===== src/rtl/ddsm_skew_delay.sv =====
// ddsm_skew_delay: per-channel staggered delay chains with stall, flush, valid tracking and a primed flag
module ddsm_skew_delay #(
  parameter int P_WIDTH      = 8,
  parameter int P_CHANNELS   = 3,
  parameter int P_BASE_DELAY = 1,
  parameter int P_STEP_DELAY = 2
) (
  input  logic                          i_clk,
  input  logic                          i_rst_n,
  input  logic                          i_en,
  input  logic                          i_flush,
  input  logic                          i_valid,
  input  logic [P_WIDTH*P_CHANNELS-1:0] i_data,
  output logic [P_WIDTH*P_CHANNELS-1:0] o_data,
  output logic [P_CHANNELS-1:0]         o_valid,
  output logic                          o_primed
);
  localparam int D_MAX = P_BASE_DELAY + P_STEP_DELAY * (P_CHANNELS - 1);
  localparam int CW = $clog2(D_MAX + 1);
  localparam logic [CW-1:0] CMAX = CW'(D_MAX);
  if (P_BASE_DELAY < 1 || P_STEP_DELAY < 0) begin : g_bad
    $error("ddsm_skew_delay: P_BASE_DELAY must be >= 1 and P_STEP_DELAY >= 0");
  end
  logic clr;
  assign clr = !i_rst_n || i_flush;
  // each stage carries {valid, word} so the sideband stays locked to its data
  for (genvar c = 0; c < P_CHANNELS; c++) begin : g_ch
    localparam int D = P_BASE_DELAY + P_STEP_DELAY * c;
    logic [P_WIDTH:0] st [D];
    always_ff @(posedge i_clk) begin
      if (clr) begin
        for (int k = 0; k < D; k++) st[k] <= '0;
      end else if (i_en) begin
        st[0] <= {i_valid, i_data[c*P_WIDTH +: P_WIDTH]};
        for (int k = 1; k < D; k++) st[k] <= st[k-1];
      end
    end
    assign o_data[c*P_WIDTH +: P_WIDTH] = st[D-1][P_WIDTH-1:0];
    assign o_valid[c] = st[D-1][P_WIDTH];
  end
  logic [CW-1:0] cnt, cnt_nx;
  assign cnt_nx = (i_valid && cnt != CMAX) ? cnt + CW'(1) : cnt;
  always_ff @(posedge i_clk) begin
    if (clr) begin
      cnt      <= '0;
      o_primed <= 1'b0;
    end else if (i_en) begin
      cnt      <= cnt_nx;
      o_primed <= cnt_nx == CMAX;
    end
  end
endmodule


===== config.mk =====
export PLATFORM = sky130hd
export DESIGN_NAME = ddsm_skew_delay
export DESIGN_NICKNAME = d
export VERILOG_FILES = /design/src/rtl/ddsm_skew_delay.sv
export SDC_FILE = /design/constraint.sdc
export NUM_CORES = 1
export LEC_CHECK = 0
export ABC_AREA = 1
export CAP_MARGIN = 20
export CORE_ASPECT_RATIO = 0.9
export CORE_MARGIN = 2
export CORE_UTILIZATION = 52
export DETAILED_ROUTE_END_ITERATION = 10
export GPL_ROUTABILITY_DRIVEN = 0
export HOLD_SLACK_MARGIN = 0.15
export PLACE_DENSITY_LB_ADDON = 0.08
export RECOVER_POWER = 100
export SLEW_MARGIN = 25
export SYNTH_ARGS = -nofsm -noshare
export SYNTH_HDL_FRONTEND = slang
export SYNTH_SLANG_ARGS = --single-unit

===== constraint.sdc =====
create_clock -name i_clk -period 3.5 [get_ports i_clk]
set_input_delay 0.525 -clock i_clk [delete_from_list [all_inputs] [get_ports i_clk]]
set_output_delay 0.525 -clock i_clk [all_outputs]
set_load 0.01 [all_outputs]

==> impl_results.md, run 1 <==
- Status: complete, but fails checks
- Failing checks: capacitance limit, slew limit
- CTS max path bufs: 2
- Worst Hold Path EP: o_primed
- CTS Root Cell: clkbuf_8
- Hold Buf Count CTS: 0
- Flop2flop setup slack: 2.27 ns
- P per Cell Area: 499 mW/mm²
- H-tree levels: 3
- Area of the multi-input gates: 422 µm²
- Setup-failing EPs final: 0
- Crit path DAT: 2.63 ns
- Max-Cap Viols: 1
- Worst slew margin: -19.9%
- CP Capture Type: register
- Post-synthesis cell type count: 14
- Max Clk Rate: 385 MHz
- Initial DRC count: 98
- CTS sink cnt: 81
- Grt ovf: 0
- Leakage: 1.77 nW
- Clk pin slew, worst setup/hold paths: 0.09 ns
- Area of the mapped netlist: 0.00333 mm²
- Area growth from synthesis to layout: 22.2%
- Initial antenna violation count: 0
- DR WL/cell: 10.2 µm
- IO Count: 57
- Hold depth: 2
- Worst reg2reg path endpoint: cnt[1]
- Crit-path max FO: 43
- Synthesized area per cell: 11.2 µm²
- Register Area: 0.00239 mm²
- Fin crit share: 74.2%
- Final hold violation count: 0
- Worst min-delay path category: register to register
- DP HPWL: 2600 µm
- Crit path launch type: primary input
- CP required: 3.53 ns
- Register-to-Register Path Depth: 8
- Routed Wire Length: 4390 µm
- Drt drc: 0
- Die Span Y: 79.9 µm
- Fill cell count: 474
- Setup_tns: 0 ns
- Final min period: 2.60 ns
- DIE WIDTH: 88.4 µm
- CTS tree: built
- Postcts setup bufs: 0
- CTS Buf Count: 9
- Largest net degree at the start of global routing: 46
- Pre-Repair DR Iteration Count: 4
- First-pass GRT wire length: 7090 µm
- Starting Density: 54.2%
- #FFs+latches synth: 81
- Maximum vdd drop: 222 µV
- Sequential-to-total area share from yosys stat: 71.8%
- Layout cells sized above 1: 5.22%
- Synthesized instance count: 297
- Total track usage: 13.5%
- Core Box Area: 0.00615 mm²
- Die area: 0.00706 mm²
- Ys Warns: 0
- Vias in the first global route: 1668
- Worst hold slack: 0.457 ns
- # rows: 27
- Post-route clock skew: 0.0109 ns
- Tightest Pin Transition: 1.80 ns
- RSZ-0062 raised after global routing: no
- Worst hold path startpoint: o_primed
- DR vias: 1831
- Diode count: 0
- R2R Path Start: cnt[1]
- Post-CTS Resized: 0
- Number of vias per cell: 4.24
- Most frequent cells in the layout: inv_1, nor2_1, edfxtp_1
- Max-slew violations: 44
- Leading cell type in the layout, fill and taps excluded: inv_1
- Post-Syn Nets: 328
- Port buffer count: 56
- Clk_lat worst skew: 0.34 ns
- Final #Nets: 371
- ANT nets after route: 0
- Worst Setup Path Type: primary input to register
==> state kept, by name (all words and copies together), names as in the netlist <==
| register | flops |
|---|---|
| cnt | 3 |
| g_ch.st | 77 |
| o_primed | 1 |
==> per-stage QoR <==
stage,utilization [%],total power [W],instances,worst slack [ns],instance area (µm²)
finish,66.2,0.00203,432,0.904,4070
global route,66.2,0.00210,432,0.648,4070
CTS,66.4,0.00206,432,1.31,4080
detailed placement,62.5,0.00126,416,0.960,3840
global placement,62.5,0.00126,416,1.00,3840
floorplan,-,0.00120,297,0.881,3330
==> cell usage after synthesis <==
master / number / area [µm²]
ha_1: 2 / 25.0
nand3_1: 2 / 10.0
a21oi_1: 1 / 5.00
nor2_1: 81 / 304
o21ai_0: 2 / 10.0
buf_4: 20 / 150
nand3_2: 1 / 10.0
nand2_1: 15 / 56.3
dfxtp_1: 4 / 80.1
o22ai_1: 1 / 6.26
buf_6: 2 / 22.5
edfxtp_1: 77 / 2310
buf_2: 5 / 25.0
inv_1: 84 / 315
==> worst max-delay path by stage <==
| stage | to | slack (ns) | start | depth (start not counted) |
|---|---|---|---|---|
| 4_1_cts | g_ch[2].st[0][22] | 1.31 | i_rst_n | 5 |
| 3_3_place_gp | g_ch[2].st[0][43] | 1.00 | i_rst_n | 5 |
| 2_1_floorplan | g_ch[0].st[0][0] | 0.88 | i_flush | 4 |
| 6_report | g_ch[2].st[0][23] | 0.90 | i_flush | 5 |
| 5_1_grt | g_ch[2].st[0][19] | 0.65 | i_flush | 5 |
| 3_5_place_dp | g_ch[2].st[0][42] | 0.96 | i_rst_n | 5 |
==> kinds of logic after synthesis <==
| family | synth area share, % |
|---|---|
| buffers and inverters | 15.4 |
| AND/OR/NAND/NOR | 11.4 |
| flip-flops | 71.8 |
| AO/OA/AOI/OAI | 0.638 |
| adder cells (fa/ha/maj) | 0.751 |
==> per-layer routing <==
metal	routed length (µm)	vias to the layer above	track usage, %
li1	-	958	-
met5	0	-	0
met1	1990	815	16.6
met3	273	8	4.24
met4	77	0	6.82
met2	2050	50	21.4
==> worst max-delay path, cell delays in order <==
cell,delay (ns)
dlygate4sd3_1,0.52
inv_1,0.05
nand3_1,0.10
clkbuf_1,1.31
nor2_1,0.10
==> power by group <==
group	total (W)	internal, W	switching [W]
clock	0.000802	0.000473	0.000329
combinational	0.000118	0.0000596	0.0000580
sequential	0.00111	0.00110	0.0000110
total	0.00203	0.00163	0.000398
==> final cells by class <==
cell class              count  area share [%]
clock buffers               9            3.04
clock inverters             7            2.92
inverters                  84            7.78
multi-input cells         105            10.4
flip-flops and latches     81            58.8
well taps                  87            2.67
repair buffers             59            14.4
No activity file was read; power rests on OpenSTA's default activity.
==> run 2: changes to the inputs <==
--- a/config.mk
+++ b/config.mk
@@ -9,7 +9,7 @@
 export CAP_MARGIN = 20
 export CORE_ASPECT_RATIO = 0.9
 export CORE_MARGIN = 2
-export CORE_UTILIZATION = 52
+export CORE_UTILIZATION = 47
 export DETAILED_ROUTE_END_ITERATION = 10
 export GPL_ROUTABILITY_DRIVEN = 0
 export HOLD_SLACK_MARGIN = 0.15
==> constraint.sdc (replaced) <==
create_clock -name i_clk -period 2.2 [get_ports i_clk]
set_input_delay 0.33 -clock i_clk [delete_from_list [all_inputs] [get_ports i_clk]]
set_output_delay 0.33 -clock i_clk [all_outputs]
set_load 0.01 [all_outputs]
==> run 2 against run 1 <==
  * The flow now finishes without violations
  * Hold slack got worse by 0.0030 ns
  * Utilization fell by 8.1 points
  * Critical path depth fell by 1
  * Routed wire length fell by 1.8%
  * Design area fell by 0.49%
  * Combinational power rose by 58%
  * Final cell count rose by 1.6%
  * Register-to-register slack got worse by 1.3 ns
  * Clock skew fell by 0.0025 ns
  * Sequential share of layout area rose by 0.29 points
  * Clock-buffer cell count rose by 1
  * Clock power rose by 38%
  * Critical endpoint is now g_ch[2].st[0][34]
==> impl_results.md, run 2 (synthesized netlist as in run 1, its figures left out) <==
- Status: finished, final reports clean
- Grt ovf: 0
- Maximum vdd drop: 362 µV
- Worst hold path startpoint: o_primed
- P per Cell Area: 756 mW/mm²
- Drt drc: 0
- DR WL/cell: 9.81 µm
- Worst min-delay path category: register to register
- Most frequent cells in the layout: inv_1, nor2_1, edfxtp_1
- Final WS setup: 0.430 ns
- Clk pin slew, worst setup/hold paths: 0.08 ns
- Placed Cells: 424
- Leading cell type in the layout, fill and taps excluded: inv_1
- Top reg by flops: g_ch.st
- Pre-CTS setup slack: 0.449 ns
- Sw Share: 19.4%
- Layout cells sized above 1: 4.62%
- Postcts setup bufs: 0
- CP Capture Type: register
- Worst reg2reg path endpoint: o_primed
- IO Count: 57
- Pint: 0.00247 W
- Initial DRC count: 83
- Area growth from synthesis to layout: 21.6%
- DP HPWL: 2600 µm
- Max-Cap Viols: 0
- Final hold violation count: 0
- Initial antenna violation count: 0
- Port buffer count: 56
- Die area: 0.00778 mm²
- Total track usage: 12.3%
- Hold Buf Count CTS: 0
- Top flop regs: g_ch.st: 77 flops, cnt: 3 flops, o_primed: 1 flops
- Final #Nets: 373
- Worst Setup Path Type: primary input to register
- Post-route clock skew: 0.00842 ns
- Crit path DAT: 1.84 ns
- Die Span Y: 83.9 µm
- Fin crit share: 80.5%
- Diode count: 0
- H-tree levels: 3
- Register-to-Register Path Depth: 9
- Largest net degree at the start of global routing: 64
- First-pass GRT wire length: 7290 µm
- Max Clk Rate: 565 MHz
- Area of the multi-input gates: 422 µm²
- Worst slew margin: 48.7%
- Tightest Pin Transition: 0.769 ns
- Clk_lat worst skew: 0.34 ns
- Routed Wire Length: 4310 µm
- Max-slew violations: 0
- Starting Density: 47.8%
- CTS Buf Count: 9
- Max FFs per register: 77
- Setup_tns: 0 ns
- Reported net switching power: 0.000594 W
- Leakage: 1.76 nW
- ANT nets after route: 0
- Part of the power in combinational logic: 6.1%
- Fill cell count: 596
- CTS Root Cell: clkbuf_8
- Post-layout util: 58.1%
- Flop2flop setup slack: 1.00 ns
- Final min period: 1.77 ns
- CTS sink cnt: 81
- Clock network power share: 36.1%
- Worst Hold Path EP: o_primed
- # rows: 29
- R2R Path Start: cnt[1]
- CP required: 2.27 ns
- Vias in the first global route: 1700
- Register Area: 0.00239 mm²
- DR vias: 1825
- Final instance count without filler cells: 439
- Number of vias per cell: 4.16
- Crit path launch type: primary input
- DIE WIDTH: 92.8 µm
- Seq pwr share: 57.8%
- CTS tree: built
- Core Box Area: 0.00697 mm²
- Post-CTS Resized: 0
- CTS max path bufs: 2
- Pre-Repair DR Iteration Count: 4
- Setup-failing EPs final: 0
- Crit-path max FO: 14
- RSZ-0062 raised after global routing: no
- Hold depth: 2
## run 2: per-stage QoR
| stage | area, µm² | hold WS [ns] | power, W |
|---|---|---|---|
| final | 4050 | 0.454 | 0.00306 |
| after global routing | 4050 | 0.491 | 0.00318 |
| after CTS | 4080 | 0.461 | 0.00311 |
| after detailed placement | 3880 | 0.447 | 0.00201 |
| after global placement | 3880 | 0.445 | 0.00201 |
| after floorplan | 3340 | 0.473 | 0.00191 |
## run 2: worst max path at each step
| stage | startpoint | to | depth (start not counted) |
|---|---|---|---|
| 6_report | i_en | g_ch[2].st[0][34] | 4 |
| 5_1_grt | i_en | g_ch[2].st[0][34] | 4 |
| 4_1_cts | g_ch[1].st[0][8] | o_valid[0] | 1 |
| 3_5_place_dp | i_rst_n | g_ch[2].st[0][2] | 5 |
| 3_3_place_gp | i_rst_n | g_ch[2].st[0][4] | 5 |
| 2_1_floorplan | i_flush | g_ch[0].st[0][0] | 4 |
## run 2: worst max-delay path, cell delays in order
cell,delay (ns)
dlygate4sd3_1,0.56
nand3_1,0.35
clkbuf_1,0.51
nor2_1,0.09
## run 2: power groups by stage
stage	clock (W)	combinational, W	sequential, W
4_1_cts	0.00113	0.000206	0.00177
5_1_grt	0.00119	0.000210	0.00178
2_1_floorplan	0	0.000102	0.00181
6_report	0.00111	0.000187	0.00177
3_5_place_dp	0	0.000204	0.00181
3_3_place_gp	0	0.000202	0.00180
## run 2: cell type report
| cell class | instances | area share (%) |
|---|---|---|
| Multi-Input combinational cell | 105 | 10.4 |
| Clock buffer | 10 | 3.15 |
| Sequential cell | 81 | 59.1 |
| Tap cell | 93 | 2.87 |
| Timing Repair Buffer | 61 | 14.9 |
| Clock inverter | 5 | 1.76 |
| Inverter | 84 | 7.88 |
## run 2: routing by layer
metal | track usage, % | routed length [µm]
met1 | 15.4 | 1960
met5 | 0 | 0
met2 | 19.0 | 1980
met4 | 7.35 | 91
met3 | 3.43 | 269
==> run 3: changes to the inputs <==
==> constraint.sdc (replaced) <==
create_clock -name i_clk -period 1.6 [get_ports i_clk]
set_input_delay 0.24 -clock i_clk [delete_from_list [all_inputs] [get_ports i_clk]]
set_output_delay 0.24 -clock i_clk [all_outputs]
set_load 0.01 [all_outputs]
==> run 3 against run 2 <==
  * Total power up 34%
  * Register-to-register slack worse by 0.58 ns
  * Final cell count rose by 0.91%
  * Setup slack lost 0.36 ns
  * Routed wire length rose by 1.0%
  * Sequential cell count did not move
  * Design area increased by 1.2%
  * Clock power is 24% higher
  * Hold slack better by 0.0050 ns
  * Sequential share of layout area down 0.69 points
  * Global-route usage rose by 0.30 points
  * Critical path depth decreased by 3
  * Critical endpoint is now o_data[7]
  * Highest routed layer unchanged
==> impl_results.md, run 3 (synthesized netlist as in run 1, its figures left out) <==
- Status: finished, final reports clean
- # rows: 29
- Initial antenna violation count: 0
- Final min period: 1.54 ns
- Max-Cap Viols: 0
- DP HPWL: 2670 µm
- Initial DRC count: 79
- Flop2flop setup slack: 0.42 ns
- CTS Buf Count: 9
- Worst reg2reg path endpoint: o_primed
- Drt drc: 0
- Highest metal used: met4
- Reported net switching power: 0.000835 W
- Die Span Y: 83.9 µm
- Setup crit start: g_ch[0].st[0][7]
- RSZ-0062 raised after global routing: no
- CP required: 1.36 ns
- Setup-failing EPs final: 0
- Part of the power in combinational logic: 6.9%
- Leading cell type in the layout, fill and taps excluded: inv_1
- Grt ovf: 0
- Crit path capture: o_data[7]
- Leakage: 1.73 nW
- P per Cell Area: 1000 mW/mm²
- CTS sink cnt: 81
- Top flop regs: g_ch.st: 77 flops, cnt: 3 flops, o_primed: 1 flops
- Fin crit share: 95.9%
- Number of vias per cell: 4.12
- First-pass GRT wire length: 7560 µm
- Die area: 0.00778 mm²
- Crit path launch type: register
- Post-route clock skew: 0.00612 ns
- Vias in the first global route: 1743
- DIE WIDTH: 92.8 µm
- ANT nets after route: 0
- Fill cell count: 590
- Total track usage: 12.6%
- Crit path DAT: 1.30 ns
- Pint: 0.00326 W
- Sw Share: 20.4%
- Worst path depth: 1
- Slowest CP cell: dlygate4sd3_1
- Largest net degree at the start of global routing: 55
- Most frequent cells in the layout: inv_1, nor2_1, edfxtp_1
- Post-layout util: 58.8%
- Worst Setup Path Type: register to primary output
- CTS max path bufs: 2
- Met1 Wirelength: 2020 µm
- Post-route cell area: 0.00410 mm²
- Routed wl met2: 1990 µm
- H-tree levels: 3
- CTS tree: built
- Starting Density: 47.8%
- Top reg by flops: g_ch.st
- Postcts setup bufs: 0
- Final WS setup: 0.0650 ns
- Hold Buf Count CTS: 0
- R2R Path Start: cnt[1]
- Worst hold slack: 0.459 ns
- Max Clk Rate: 651 MHz
- Clk pin slew, worst setup/hold paths: 0.08 ns
- Maximum vdd drop: 675 µV
- DR vias: 1827
- CTS Root Cell: clkbuf_8
- Seq pwr share: 59.4%
- Post-CTS Resized: 0
- Diode count: 0
- Core Box Area: 0.00697 mm²
- Layout cells sized above 1: 7.43%
- Post-DP Area: 0.00394 mm²
- Final #Nets: 376
- Register-to-Register Path Depth: 9
- CP Capture Type: primary output
- Clk_lat worst skew: 0.33 ns
- CP delay by family, top: buffers and inverters
- Pre-CTS setup slack: -0.147 ns
- Pre-Repair DR Iteration Count: 6
- Max incr delay on CP: 0.60 ns
- Final hold violation count: 0
- Max-slew violations: 0
- Clock network power share: 33.7%
- Critical-path cell list: dlygate4sd3_1
- Routed Wire Length: 4350 µm
- DR WL/cell: 9.82 µm
- Area growth from synthesis to layout: 23.0%
- Worst min-delay path category: register to register
- Tightest Pin Transition: 0.293 ns
- Max FFs per register: 77
- IO Count: 57
- Worst slew margin: 80.5%
- Crit-path max FO: 1
- WP buf/inv: 1
- Port buffer count: 56
- Met3 Routed Length: 236 µm
run 3: how the worst min path moves through the flow:
stage,start,end,slack (ns),cells after the start
CTS,o_primed,o_primed,0.46,2
detailed placement,o_primed,o_primed,0.45,2
finish,o_primed,o_primed,0.46,2
global placement,o_primed,o_primed,0.46,2
floorplan,i_en,o_primed,0.40,3
global route,o_primed,o_primed,0.50,2
run 3: cell type report:
class                      count  area, µm²  area share [%]
sequential                    81       2390            58.4
timing repair buffer          64        638            15.6
multi-input combinational    105        434            10.6
inverter                      84        332            8.09
clock buffer                   9        124            3.02
tap                           93        116            2.84
clock inverter                 7       61.3            1.50
run 3: worst register-to-register path, cell delays in order, from the launching register on:
cell and delay (ns):
dfxtp_1 0.36, inv_1 0.06, ha_1 0.19, nand2_1 0.13
nand2_1 0.08, nand2_1 0.06, nand2_1 0.06, nor2_1 0.10
nand2_1 0.06, nand2_1 0.05
run 3: per-layer routing:
metal  vias to the layer above  global-route usage [%]
met3                         9                    3.34
met2                        45                    19.2
li1                        971                       -
met5                         -                       0
met1                       802                    16.5
met4                         0                    6.82
run 3: power by group through the flow:
stage | Combinational [W] | Clock [W] | Sequential [W]
CTS | 0.000300 | 0.00143 | 0.00243
finish | 0.000283 | 0.00138 | 0.00243
floorplan | 0.000144 | 0 | 0.00249
global placement | 0.000294 | 0 | 0.00248
global route | 0.000315 | 0.00150 | 0.00244
detailed placement | 0.000298 | 0 | 0.00248
run 3: metrics by stage:
step | std cells | TNS, ns | total power [W]
2_1_floorplan | 297 | -29.83 | 0.00263
3_3_place_gp | 427 | -15.93 | 0.00277
3_5_place_dp | 427 | -17.44 | 0.00278
4_1_cts | 443 | 0 | 0.00416
5_1_grt | 443 | 0 | 0.00426
6_report | 443 | 0 | 0.00410
==> variant: new RTL, config.mk and constraints of run 3 <==
Change the parameter `P_STEP_DELAY` from 2 to 4.
--- a/src/rtl/ddsm_skew_delay.sv
+++ b/src/rtl/ddsm_skew_delay.sv
@@ -3,7 +3,7 @@
   parameter int P_WIDTH      = 8,
   parameter int P_CHANNELS   = 3,
   parameter int P_BASE_DELAY = 1,
-  parameter int P_STEP_DELAY = 2
+  parameter int P_STEP_DELAY = 4
 ) (
   input  logic                          i_clk,
   input  logic                          i_rst_n,
Behaviour: not the same (a bounded check fails within 4 cycles, from zero or initial values).
==> variant against run 3 <==
  * Worst hold slack better by 0.0058 ns
  * Synthesized area is 81% higher
  * Design area is 71% higher
  * Worst setup slack better by 0.0033 ns
  * Largest power group unchanged
  * Critical path type unchanged
  * Sequential cell count is 53 higher
  * Count of clock-buffer cells in the layout is 13 higher
  * Sequential share of layout area is 1.7 points lower
  * Clock skew hardly changed
  * Via count is 61% higher
  * Sequential power is 66% higher
  * Die area is 77% higher
  * Power is 91% higher
  * Wire length is 69% higher
  * Register-to-register slack worse by 0.29 ns
==> variant: results <==
[outcome]
outcome = completed

[placed_design]
place_ws_ns = -0.100
place_area_um2 = 6890
place_hpwl_mm = 4.57

[synthesis]
synth_edf_count = 129
synthTopCellsByArea = edfxtp_1, nor2_4, inv_1
syn_area_per_cell_um2 = 13.2

[sta]
fin_crit_sh_pct = 95.7

[global_route]
grt_max_degree = 30
grt_use_total_pct = 12.2

[cts]
clk_pin_slew_ns = 0.05
cts_buffers = 17
cts.htree.levels = 4

[route]
firstDrtPassIters = 4
first_iter_violations = 204
wl_per_cell_um = 10.4

[cells_and_area]
top_regs = g_ch.st (129), cnt (4), o_primed (1)
fillCellCount = 1090
drive_gt1_share_pct = 19.1

[worst_setup_path]
r2r_slack_ns = 0.13
slowest_delay_ns = 0.57
cp-startpoint = g_ch[1].st[0][40]
endpoint = o_data[12]

[power_and_ir_drop]
swShare_pct = 20.1
total_leakage_power_nw = 2.66
ir_drop_mv = 0.704
-- variant: cell count changes in the layout (fill, tap and decap cells not counted), moves of 5 or more --
cell	before	now
nor2_4	1	53
buf_4	2	7
clkdlybuf4s50_1	48	53
clkbuf_1	0	11
inv_1	82	135
edfxtp_1	77	129
nand2_1	15	7
clkbuf_8	9	0
dlygate4sd3_1	8	1
nand3_1	2	8
clkbuf_16	0	17
-- variant: final cells by class --
class	count	area, um^2	share of cell area (%)
flip-flops and latches	134	3970	56.7
well taps	164	205	2.93
inverters	138	523	7.46
clock buffers	22	444	6.34
repair buffers	81	733	10.5
multi-input cells	162	1070	15.3
clock inverters	7	58.8	0.839
-- variant: how the worst min path moves through the flow --
stage | startpoint | to | slack [ns] | cells past startpoint
floorplan | i_en | cnt[3] | 0.40 | 2
global placement | o_primed | o_primed | 0.45 | 2
finish | o_primed | o_primed | 0.47 | 2
global route | i_data[1] | g_ch[0].st[0][1] | 0.47 | 3
detailed placement | o_primed | o_primed | 0.46 | 2
CTS | i_data[5] | g_ch[0].st[0][5] | 0.45 | 3
-- variant: routing by layer --
layer / wire, um / GRT usage (%)
met1: 3270 / 13.9
met2: 3370 / 18.9
met3: 462 / 4.66
met4: 235 / 8.18
met5: 0 / 0
-- variant: power groups by stage --
stage                     registers, mW  logic (mW)  clock network, mW
after floorplan                    4.11       0.317                  0
after global placement             4.10       0.523                  0
after detailed placement           4.10       0.531                  0
after CTS                          4.03       0.532               3.47
after global routing               4.04       0.490               3.61
final                              4.03       0.441               3.37
-- variant: kinds of logic after synthesis --
logic type                 Yosys count  share of synthesized area, %
buffers and inverters              162                          13.1
and+or+nand+nor                    155                          20.2
DFF                                134                          65.8
AOI/OAI and AO/OA                    4                         0.393
adders and majority gates            2                         0.414
xor gates and xnor gates             1                         0.145
-- variant: worst min-delay path, stage by stage, from the launching register on --
cell and delay (ns):
dfxtp_1 0.31, nand2_1 0.07, nand2_1 0.05
